File: src/rtl/hazard_forward_unit.sv
// EX-stage operand forwarding plus load-use stall / taken-branch flush sequencing.
// Define HAZ_PERF_CNT_EN to build the saturating StallCount performance counter.
module hazard_forward_unit #(
    parameter int unsigned RA_W         = 5,
    parameter int unsigned NUM_SRC      = 2,
    parameter int unsigned REG_ZERO     = 31,
    parameter int unsigned LOAD_LAT     = 1,
    parameter int unsigned FLUSH_CYCLES = 1
) (
    input  logic                      Clk,
    input  logic                      RstN,
    input  logic                      Branching,
    input  logic [NUM_SRC*RA_W-1:0]   IFID_Src,
    input  logic                      IDEX_MemRead,
    input  logic [RA_W-1:0]           IDEX_WriteRegister,
    input  logic [NUM_SRC*RA_W-1:0]   IDEX_Src,
    input  logic                      EXMEM_RegWrite,
    input  logic                      MEMWB_RegWrite,
    input  logic [RA_W-1:0]           EXMEM_WriteRegister,
    input  logic [RA_W-1:0]           MEMWB_WriteRegister,
    output logic [2*NUM_SRC-1:0]      ForwardSel,
    output logic                      Stall,
    output logic                      Flush,
    output logic [15:0]               StallCount
);

    localparam logic [RA_W-1:0] ZERO_REG     = RA_W'(REG_ZERO);
    localparam logic [3:0]      FLUSH_RELOAD = (FLUSH_CYCLES > 1) ? 4'(FLUSH_CYCLES - 2) : 4'd0;
    localparam logic [3:0]      STALL_RELOAD = (LOAD_LAT > 1)     ? 4'(LOAD_LAT - 2)     : 4'd0;

    typedef enum logic [1:0] {
        S_RUN,
        S_STALL,
        S_FLUSH
    } state_e;

    state_e     state_q, state_d;
    logic [3:0] cnt_q, cnt_d;
    logic       load_use;

    always_comb begin
        ForwardSel = '0;
        if (RstN && !Branching) begin
            for (int unsigned i = 0; i < NUM_SRC; i++) begin
                if (EXMEM_RegWrite && EXMEM_WriteRegister == IDEX_Src[i*RA_W +: RA_W]
                    && IDEX_Src[i*RA_W +: RA_W] != ZERO_REG) begin
                    ForwardSel[2*i +: 2] = 2'b10;
                end else if (MEMWB_RegWrite && MEMWB_WriteRegister == IDEX_Src[i*RA_W +: RA_W]
                             && IDEX_Src[i*RA_W +: RA_W] != ZERO_REG) begin
                    ForwardSel[2*i +: 2] = 2'b01;
                end
            end
        end
    end

    always_comb begin
        load_use = 1'b0;
        for (int unsigned i = 0; i < NUM_SRC; i++) begin
            if (IDEX_MemRead && IDEX_WriteRegister != ZERO_REG
                && IDEX_WriteRegister == IFID_Src[i*RA_W +: RA_W]) begin
                load_use = 1'b1;
            end
        end
    end

    always_ff @(posedge Clk or negedge RstN) begin
        if (!RstN) begin
            state_q <= S_RUN;
            cnt_q   <= '0;
        end else begin
            state_q <= state_d;
            cnt_q   <= cnt_d;
        end
    end

    // Detection cycle already counts as the first stall/flush cycle, hence the -2 reloads.
    always_comb begin
        state_d = state_q;
        cnt_d   = cnt_q;
        if (Branching) begin
            if (FLUSH_CYCLES > 1) begin
                state_d = S_FLUSH;
                cnt_d   = FLUSH_RELOAD;
            end else begin
                state_d = S_RUN;
            end
        end else begin
            case (state_q)
                S_RUN: begin
                    if (load_use && LOAD_LAT > 1) begin
                        state_d = S_STALL;
                        cnt_d   = STALL_RELOAD;
                    end
                end
                S_STALL, S_FLUSH: begin
                    if (cnt_q == '0) begin
                        state_d = S_RUN;
                    end else begin
                        cnt_d = cnt_q - 4'd1;
                    end
                end
                default: state_d = S_RUN;
            endcase
        end
    end

    always_comb begin
        Stall = 1'b0;
        Flush = 1'b0;
        if (RstN) begin
            case (state_q)
                S_RUN: begin
                    if (Branching) begin
                        Flush = 1'b1;
                    end else if (load_use) begin
                        Stall = 1'b1;
                    end
                end
                S_STALL: begin
                    if (Branching) begin
                        Flush = 1'b1;
                    end else begin
                        Stall = 1'b1;
                    end
                end
                S_FLUSH: Flush = 1'b1;
                default: ;
            endcase
        end
    end

`ifdef HAZ_PERF_CNT_EN
    logic [15:0] stall_cnt_q, stall_cnt_d;

    always_comb begin
        stall_cnt_d = stall_cnt_q;
        if (Stall && stall_cnt_q != '1) begin
            stall_cnt_d = stall_cnt_q + 16'd1;
        end
    end

    always_ff @(posedge Clk or negedge RstN) begin
        if (!RstN) begin
            stall_cnt_q <= '0;
        end else begin
            stall_cnt_q <= stall_cnt_d;
        end
    end

    assign StallCount = stall_cnt_q;
`else
    assign StallCount = '0;
`endif

endmodule

File: config.mk
export PLATFORM = sky130hd
export DESIGN_NAME = hazard_forward_unit
export DESIGN_NICKNAME = d
export VERILOG_FILES = /design/src/rtl/hazard_forward_unit.sv
export SDC_FILE = /design/constraint.sdc
export NUM_CORES = 1
export LEC_CHECK = 0
export CELL_PAD_IN_SITES_DETAIL_PLACEMENT = 2
export CELL_PAD_IN_SITES_GLOBAL_PLACEMENT = 2
export CORE_MARGIN = 2
export CORE_UTILIZATION = 11
export DETAILED_ROUTE_END_ITERATION = 16
export GPL_ROUTABILITY_DRIVEN = 0
export PLACE_DENSITY = 0.81
export RECOVER_POWER = 25
export SLEW_MARGIN = 20
export SYNTH_ARGS = -nofsm -noshare
export SYNTH_HDL_FRONTEND = slang
export SYNTH_SLANG_ARGS = --single-unit
File: constraint.sdc
create_clock -name Clk -period 1.2 [get_ports Clk]
set_clock_uncertainty 0.2 [all_clocks]
set_input_delay 0.18 -clock Clk [delete_from_list [all_inputs] [get_ports Clk]]
set_output_delay 0.18 -clock Clk [all_outputs]
set_load 0.05 [all_outputs]
==> results.json, run 1 <==
{
  "multiInputGateArea_um2": 777,
  "grt_overflow": 0,
  "post-route-min-period_ns": 1.77,
  "grt_pass1_vias": 855,
  "utilization_pct": 33.3,
  "grt_max_degree": 5,
  "wl_per_cell_um": 11.4,
  "totalPowerFinal_uw": 602,
  "coreArea_um2": 4820,
  "slew_viol_final": 0,
  "yosys_warnings": 0,
  "critPathKind": "input pin to output port",
  "syn_inst": 80,
  "finalSetupViolCount": 5,
  "status": "complete, but fails checks",
  "rows": 25,
  "drtIter0Drc": 1,
  "vdd.ir_drop.worst_mv": 0.149,
  "violations": "negative setup slack",
  "clock_buffers": 0,
  "fill_cells": 547,
  "drive_gt1_share_pct": 61.7,
  "finalWirelength_um": 2460,
  "drc_errors": 0,
  "crit_path_end_kind": "output port",
  "ys_seq_area_share_pct": 0,
  "synth_area_per_cell_um2": 6.98,
  "seq_area_um2": 0,
  "grt_pass1_wl_um": 3940,
  "finalHoldViolCount": 0,
  "hold_class": "input pin to output port",
  "die_area_um2": 5660,
  "io_buffers": 46,
  "die_h_um": 75.2,
  "vias": 770,
  "required_ns": 0.82,
  "grt_usage_pct": 8.86,
  "start_kind": "input pin",
  "power.leakage_nw": 0.673,
  "synthesis.area_um2": 558,
  "layout.nets": 192,
  "ant_nets": 0,
  "arrival_ns": 1.39,
  "drv_cap": 0,
  "setup_ws_ns": -0.568,
  "antenna_found_initial": 0,
  "rsz0062_at_grt": "true",
  "start_util_pct": 11.6,
  "antennaDiodeCount": 0,
  "dr.pass1.iters": 2,
  "ios": 63,
  "dieWidth_um": 75.2,
  "ys_types": 14,
  "hpwl_um": 2120,
  "max_freq_mhz": 566,
  "seq_cells": 0,
  "pre_cts_slack_ns": -0.989,
  "hold_buffers": 0,
  "period_share_pct": 147,
  "cp_max_fo": 2,
  "vias_per_cell": 3.56,
  "syn2layout_area_growth_pct": 187,
  "power_density_nw_per_um2": 376
}
==> repair_timing <==
action / in CTS / in global routing
setup endpoints to repair: 6 / 5
buffers inserted: 4 / 1
gates resized for setup: 173 / 17
pin swaps: 39 / 15
==> per-stage QoR <==
step	TNS, ns	hold slack (ns)	cell area (µm²)	cells
2_1_floorplan	-1.90	0.314	747	95
3_3_place_gp	-4.32	0.859	1400	213
3_5_place_dp	-4.43	0.860	1400	213
4_1_cts	-2.14	0.567	1520	216
5_1_grt	-2.34	0.623	1600	216
6_report	-2.01	0.599	1600	216
==> worst max-delay path, stage by stage <==
cell and delay [ns]:
buf_2 0.11, xor2_1 0.15, nor3_2 0.20, nand3_2 0.11, a2111oi_4 0.40, clkbuf_16 0.23
==> where the power goes <==
part           leakage [nW]  switching (mW)  internal [mW]
Sequential                0               0              0
Combinational         0.673           0.306          0.296
Clock                     0               0              0
==> final cells by class <==
type | instances | area share, %
well taps | 67 | 5.23
inverters | 2 | 0.468
repair buffers | 70 | 45.8
multi-input cells | 77 | 48.5
==> logic make-up (layout without fill, tap and decap cells) <==
kind of cell | after synthesis | count (layout) | share of synthesized area [%]
AO/OA/AOI/OAI | 1 | 1 | 2.69
XOR/XNOR | 30 | 30 | 47.1
buffers and inverters | 18 | 72 | 22.9
other | 1 | 16 | 0.672
AND/OR/NAND/NOR | 30 | 30 | 26.7
==> cell usage in the layout, fill, tap and decap left out, drive strengths merged <==
master and count:
clkdlybuf4s15 3, nand4 4, a2111oi 1, xnor2 24, dlygate4sd2 9, buf 55, clkdlybuf4s50 1, nand3 5
nand2 7, nor3 4, xor2 6, nor4 4, clkbuf 2, conb 16, and2 1, nor2 4
nand2b 1, inv 2
==> synth_stat cells, drive strengths merged <==
cell type | instances | share of area, %
a2111oi | 1 | 2.7
and2 | 1 | 1.1
buf | 16 | 22
conb | 1 | 0.67
inv | 2 | 1.3
nand2 | 7 | 4.7
nand2b | 1 | 1.1
nand3 | 5 | 4.5
nand4 | 4 | 4.5
nor2 | 4 | 2.7
nor3 | 4 | 3.6
nor4 | 4 | 4.5
xnor2 | 24 | 38
xor2 | 6 | 9.4
==> per-layer routing <==
layer	global-route usage, %	part of all wire, %	up-vias
met3	0.937	8.5	0
met5	0	0	-
met4	0	0	0
li1	-	-	377
met2	19.0	60	37
met1	9.66	32	356
==> path summary, 6_finish.rpt <==
kind,from,endpoint,depth (start not counted)
setup / recovery,IDEX_WriteRegister[0],Stall,6
hold / removal,Branching,Flush,3
Note: power is estimated with default switching activity, not from simulation.
==> run 2, diff against run 1 <==
--- a/config.mk
+++ b/config.mk
@@ -11,9 +11,10 @@
 export CORE_UTILIZATION = 11
 export DETAILED_ROUTE_END_ITERATION = 16
 export GPL_ROUTABILITY_DRIVEN = 0
-export PLACE_DENSITY = 0.81
+export PLACE_DENSITY = 0.86
 export RECOVER_POWER = 25
 export SLEW_MARGIN = 20
 export SYNTH_ARGS = -nofsm -noshare
 export SYNTH_HDL_FRONTEND = slang
 export SYNTH_SLANG_ARGS = --single-unit
+export TNS_END_PERCENT = 100
==> results.json, run 2 (synthesized netlist as in run 1, its figures left out) <==
{
  "post-route-min-period_ns": 1.75,
  "totalPowerFinal_uw": 586,
  "grt_pass1_vias": 917,
  "required_ns": 0.82,
  "power.leakage_nw": 0.662,
  "hold_buffers": 0,
  "crit_path_end_kind": "output port",
  "wl_per_cell_um": 11.9,
  "slowest_delay_ns": 0.42,
  "pre_cts_slack_ns": -1.05,
  "finalWirelength_um": 2580,
  "fin_worst_hold_slack_ns": 0.565,
  "coreArea_um2": 4820,
  "setup_ws_ns": -0.555,
  "place_area_um2": 1390,
  "hold_class": "input pin to output port",
  "vias_per_cell": 3.53,
  "layout.nets": 193,
  "grt_pass1_wl_um": 4150,
  "drc_errors": 0,
  "status": "complete, but fails checks",
  "rows": 25,
  "layout_commonest_cell": "buf_4",
  "critPathKind": "input pin to output port",
  "max_freq_mhz": 570,
  "dieWidth_um": 75.2,
  "grt_usage_pct": 9.36,
  "drtIter0Drc": 2,
  "fin_area_um2": 1560,
  "final_cell_mix": "22 x buf_4, 16 x conb_1, 16 x buf_6, 12 x xnor2_2, 11 x buf_2",
  "seq_area_um2": 0,
  "grt_max_degree": 4,
  "hpwl_um": 2180,
  "placed_cells": 213,
  "path_cells": "buf_6, xor2_1, nor3_2, nand3_1, a2111oi_4, buf_12",
  "rsz0062_at_grt": "true",
  "finalHoldViolCount": 0,
  "vias": 766,
  "io_buffers": 46,
  "clock_buffers": 0,
  "utilization_pct": 32.4,
  "drv_cap": 0,
  "start_util_pct": 11.6,
  "power_density_nw_per_um2": 376,
  "violations": "negative setup slack",
  "cp_slowest_cell": "a2111oi_4",
  "cp_num_buf_inv": 2,
  "antennaDiodeCount": 0,
  "multiInputGateArea_um2": 773,
  "fin_tns_setup_ns": -2.01,
  "slew_viol_final": 0,
  "fill_cells": 547,
  "cpLargestDelayFamily": "compound AO/OA/AOI/OAI gates",
  "grt_overflow": 0,
  "vdd.ir_drop.worst_mv": 0.136,
  "ant_nets": 0,
  "arrival_ns": 1.37,
  "start_kind": "input pin",
  "die_h_um": 75.2,
  "finalSetupViolCount": 5,
  "dr.pass1.iters": 3,
  "seq_cells": 0,
  "ios": 63,
  "cp_max_fo": 3,
  "antenna_found_initial": 0,
  "period_share_pct": 146,
  "syn2layout_area_growth_pct": 180,
  "instances_no_fill": 217,
  "drive_gt1_share_pct": 63.3,
  "die_area_um2": 5660
}
run 2: cell types whose count changed in the layout (fill, tap and decap cells not counted), sizes merged:
| cell | previous run | this run |
|---|---|---|
| buf | 55 | 60 |
| clkdlybuf4s15 | 3 | 2 |
| clkbuf | 2 | 1 |
| dlygate4sd2 | 9 | 7 |
run 2: tightest hold or removal path: cells and delay by family:
family	cells	cell delay [ns]
simple gates	1	0.18
buf+inv	2	0.22
run 2: repair_timing:
action                                  CTS  global route
setup buffers                             6             0
endpoints found under the setup margin    6             5
resized for setup                       185            11
pin swaps                                37            15
run 2: cell type report:
class	count	area share, %
inverters	2	0.481
well taps	67	5.37
multi-input cells	77	49.5
repair buffers	71	44.6
run 2: worst paths after layout:
path | start | to | cells after the start
setup / recovery | IDEX_WriteRegister[3] | Stall | 6
hold / removal | Branching | Flush | 3
run 2: metal layers:
| metal | part of all wire, % | GRT usage, % | up-vias |
|---|---|---|---|
| li1 | - | - | 375 |
| met1 | 32 | 9.35 | 355 |
| met2 | 62 | 21.4 | 36 |
| met3 | 6.5 | 0.535 | 0 |
| met4 | 0 | 0 | 0 |
| met5 | 0 | 0 | - |
run 2: report_power, final:
group	total, mW	leakage, nW	internal, mW	switching [mW]
clock network	0	0	0	0
registers	0	0	0	0
logic	0.586	0.662	0.283	0.303
total	0.586	0.662	0.283	0.303
